<file path="src/rtl/counter_pkg.sv">
// Shared constants and helpers for the up counter and its prescaler.
// Latency: n/a (compile-time definitions only).
// Backpressure: n/a.
package counter_pkg;

  localparam int DEF_WIDTH    = 3;
  localparam int DEF_PRESCALE = 1;

  // Bits needed to hold a prescaler phase in 0..prescale-1; never below 1.
  function automatic int presc_w(input int prescale);
    return (prescale <= 2) ? 1 : $clog2(prescale);
  endfunction

endpackage

</file>
<file path="src/rtl/tick_gen.sv">
// Prescaler: emits tick on every PRESCALE-th enabled cycle (every enabled cycle when PRESCALE=1).
// Latency: tick is combinational from en and the registered phase; phase updates next posedge.
// Backpressure: none; the phase holds while en=0, and clr or rst returns it to 0.
module tick_gen
  import counter_pkg::*;
#(
  parameter int PRESCALE = DEF_PRESCALE
) (
  input  logic clk,
  input  logic rst,
  input  logic en,
  input  logic clr,
  output logic tick
);

  localparam int PW = presc_w(PRESCALE);
  localparam logic [PW-1:0] LAST = PW'(PRESCALE - 1);

  logic [PW-1:0] phase;

  // The last phase of the cycle is the one that lets the counter step.
  assign tick = en && (phase == LAST);

  // Phase advances on enabled cycles and wraps after the last phase.
  always_ff @(posedge clk) begin
    if (rst || clr) begin
      phase <= '0;
    end else if (en) begin
      if (phase == LAST) phase <= '0;
      else               phase <= phase + 1'b1;
    end
  end

endmodule

</file>
<file path="src/rtl/up_counter_mod.sv">
// Up counter 0..max_val with prescaler, synchronous load, one-cycle wrap pulse and sticky overflow.
// Latency: count, tc and ovf are registered and update one clk edge after the qualifying inputs.
// Backpressure: none; en=0 holds count and prescaler phase, and load overrides stepping.
module up_counter_mod
  import counter_pkg::*;
#(
  parameter int WIDTH    = DEF_WIDTH,
  parameter int PRESCALE = DEF_PRESCALE
) (
  input  logic             clk,
  input  logic             rst,
  input  logic             en,
  input  logic             load,
  input  logic [WIDTH-1:0] load_val,
  input  logic [WIDTH-1:0] max_val,
  input  logic             clr_ovf,
  output logic [WIDTH-1:0] count,
  output logic             tc,
  output logic             ovf
);

  logic tick;
  logic step;
  logic wrap;

  // A load restarts the prescaler so the next step comes a full period later.
  tick_gen #(
    .PRESCALE(PRESCALE)
  ) u_tick_gen (
    .clk  (clk),
    .rst  (rst),
    .en   (en),
    .clr  (load),
    .tick (tick)
  );

  // Load outranks stepping; a count at or above the limit (e.g. after an
  // out-of-range load) wraps to 0 on its next step.
  assign step = tick && !load;
  assign wrap = step && (count >= max_val);

  // Counter value: reset > load > step > hold.
  always_ff @(posedge clk) begin
    if (rst) begin
      count <= '0;
    end else if (load) begin
      count <= load_val;
    end else if (step) begin
      if (wrap) count <= '0;
      else      count <= count + 1'b1;
    end
  end

  // Wrap pulse: high only in the cycle that first shows 0 after a wrap.
  always_ff @(posedge clk) begin
    if (rst) tc <= 1'b0;
    else     tc <= wrap;
  end

  // Sticky overflow: a wrap wins over a simultaneous clear.
  always_ff @(posedge clk) begin
    if (rst)          ovf <= 1'b0;
    else if (wrap)    ovf <= 1'b1;
    else if (clr_ovf) ovf <= 1'b0;
  end

endmodule

</file>
<file path="config.mk">
export PLATFORM = sky130hd
export DESIGN_NAME = up_counter_mod
export DESIGN_NICKNAME = d
export VERILOG_FILES = /design/src/rtl/counter_pkg.sv /design/src/rtl/tick_gen.sv /design/src/rtl/up_counter_mod.sv
export SDC_FILE = /design/constraint.sdc
export NUM_CORES = 1
export LEC_CHECK = 0
export CAP_MARGIN = 10
export CORE_AREA = 8 8 45 47
export CTS_BUF_LIST = sky130_fd_sc_hd__clkbuf_8
export CTS_CLUSTER_SIZE = 40
export DETAILED_ROUTE_END_ITERATION = 10
export DIE_AREA = 0 0 53 55
export GPL_TIMING_DRIVEN = 0
export PLACE_DENSITY = 0.53
export RECOVER_POWER = 50
export SLEW_MARGIN = 20
export SYNTH_ARGS = -nofsm -noshare
export SYNTH_HDL_FRONTEND = slang
export SYNTH_HIERARCHICAL = 1
export SYNTH_SLANG_ARGS = --single-unit
</file>
<file path="constraint.sdc">
create_clock -name clk -period 1.5 [get_ports clk]
set_input_delay 0.225 -clock clk [delete_from_list [all_inputs] [get_ports clk]]
set_output_delay 0.225 -clock clk [all_outputs]
set_load 0.02 [all_outputs]
</file>
==> summary.txt <==
Run status
  • Status: finished clean

Layout
  • ANT cells: 0
  • Share of cells above drive strength 1: 0.222
  • Fillers: 145
  • Final non-filler cell total: 70
  • Final core utilization: 0.394
  • Area grow syn2layout: 50.3%
  • Nets: 70
  • Cell area after layout: between 500 and 600 sq um

Setup path
  • Setup slack, reg-to-reg: around 0.16 ns
  • Slowest cell on the critical path: clkdlybuf4s50_1
  • Kind of critical path: reg -> out
  • CP required: 1.27 ns
  • CP startpoint kind: register
  • Bufs and invs on worst path: 1
  • Crit. End Element: output pin
  • Critical path fanouts, max: 4
  • Largest stage delay, worst path: between 0.6 and 0.7 ns
  • Arrival time worst endpoint: about 1.2 ns
  • Delay-heaviest family, CP: buffers and inverters
  • Crit-path cells: clkdlybuf4s50_1

STA
  • WHS: ~0.28 ns
  • Hold Vio Cnt, Final: 0
  • Slew Viols, Final: 0
  • Layout Skew: a little under 0.0006 ns
  • Max frequency: approximately 0.69 GHz
  • Final min period: around 1.4 ns
  • Final setup vio count: 0
  • Final Cycle Share: 0.960
  • Slew HR: 0.827
  • Slew @ Worst Pin: 0.261 ns
  • RSZ-0062 raised after global routing: no
  • Setup TNS: 0 ns

Die
  • # IOs: 16
  • Die width: approximately 53 microns
  • Core outline area: roughly 0.0014 sq mm
  • Chip height: 55 microns
  • Site Rows: 14
  • Initial Util: 0.262
  • Die area: just under 0.003 sq mm

Synthesis
  • Flops & latches, synth: 5
  • Yosys Warn Count: 6
  • Post-synth top area cell: dfxtp_1
  • Post-synth ARST share: 0
  • Top cell type's share of synthesized area: 0.276
  • Post-synth top cells: dfxtp_1 (5), inv_1 (5), ha_1 (4), a21oi_1 (2), nor2_1 (2)
  • Syn Inst Count: 37
  • Syn Area/Cell: 9.81 sq um
  • Post-synthesis cell area: about 360 sq um
  • Yosys cell types: 24
  • Syn nets: 52
  • Sequential element share of the synthesized area: 0.276
  • Post-synth EDFFs: 0
  • Top post-synthesis cells by area: dfxtp_1 (28%), ha_1 (14%), nand3b_4 (5.5%), inv_1 (5.2%), o32ai_2 (4.5%)
  • Synth Flop Type: dfxtp_1

CTS
  • Clock Latency Late Sink: about 0.22 ns
  • Clk buf depth: 2
  • CTS buffer count: 3
  • Cts-stage hold buffer count: 0
  • CTS tree: built
  • Worst-path clk slew: 0.03 ns
  • Root Buffer: clkbuf_8
  • Clock sink count: 5
  • CTS H-Tree Depth: 1

Global routing
  • Total track usage: 0.0650
  • Vias in the first global route: between 300 and 400
  • First-pass GRT wire length: ~1300 microns
  • Antenna violations before repair: 0
  • Largest net degree at the start of global routing: 10
  • GR Overflow Total: 0

Place
  • GP Congestion: about 0.67
  • Post-DP HPWL: approximately 660 microns
  • Dpl cell area: 513 sq um
  • IO Port Bufs: 13
  • Dpl cells: 66

Drt
  • Final wirelength: a little over 800 microns
  • First-pass DRT Iterations: 4
  • Antenna viol nets, final: 0
  • Avg WL per Cell: 11.7 microns
  • Via density: around 4.7
  • Vias: about 330
  • DRC viols: 0
  • Iter 0 DRT Violations: 4

Power and ir drop
  • Pwr/cell area: ~930 mW/mm^2
  • Leak pwr: 0.000225 uW
  • Max IR drop VDD: between 300 and 400 uV

Run
  • Max_cap viols: 0

Worst hold path
  • Worst hold-check path type: in -> reg
## per-stage QoR
| step | setup slack (ns) | total power, uW |
|---|---|---|
| after detailed placement | -0.169 | 273 |
| after floorplan | 0.145 | 223 |
| after CTS | 0.00715 | 521 |
| final | 0.0604 | 505 |
| after global routing | 0.000240 | 539 |
| after global placement | -0.151 | 273 |
## cell type report
class	count	area [sq um]	share of cell area
clock buffers	3	41.3	0.0757
multi-input cells	25	225	0.413
well taps	16	20.0	0.0367
inverters	5	18.8	0.0344
flip-flops and latches	5	100	0.183
clock inverters	1	3.75	0.00688
repair buffers	13	118	0.216
plain buffers	2	18.8	0.0344
## cells by family after synthesis
kind of cell             count (synthesis)  synth area share
XOR/XNOR                                 1            0.0241
AND/OR/NAND/NOR                         10             0.245
flip-flops                               5             0.276
adder cells (fa/ha/maj)                  4             0.138
AO/OA/AOI/OAI                           10             0.214
buffers and inverters                    7             0.103
## timing repair
| item | 4_1_cts | 5_1_grt |
|---|---|---|
| gates resized for setup | 0 | 2 |
| buffers inserted | 0 | 0 |
| endpoints found under the setup margin | 0 | 3 |
## cells in the final DEF, fill, tap and decap left out, drive strengths merged
master          n
a21oi           3
a31oi           1
buf             2
clkbuf          5
clkdlybuf4s50  11
dfxtp           5
ha              4
inv             6
nand2           1
nand3           1
nand3b          1
nand4b          1
nor2            2
nor2b           1
nor3b           2
nor4b           1
o21a            1
o21ai           2
o22ai           1
o32ai           2
xnor2           1
## state kept, by name, summed over array words and instances, names as in the netlist
name and flops:
count 3, ovf 1, tc 1
## worst paths after layout
kind / endpoint / cells after the start / start
worst min-delay path: count[0]$_SDFFE_PP0P_ / 3 / load
worst max-delay path: count[1] / 1 / count[1]$_SDFFE_PP0P_
worst max register to register: count[2]$_SDFFE_PP0P_ / 5 / count[0]$_SDFFE_PP0P_
worst min register to register: ovf$_SDFFE_PP0P_ / 2 / ovf$_SDFFE_PP0P_
## report_power, final
part,total [uW],internal (uW),switching (uW)
logic,114,60.3,53.5
registers,150,142,8.12
clock network,241,175,65.9
total,505,378,128
## per-layer routing
layer / vias up / track usage / part of all wire / wire length (microns)
met4: 0 / 0.0905 / 0.018 / 15
met1: 146 / 0.0684 / 0.47 / 381
met5: - / 0 / 0 / 0
met2: 15 / 0.0859 / 0.44 / 360
li1: 166 / - / - / -
met3: 2 / 0.0241 / 0.073 / 60
(Power assumes the default switching activity.)
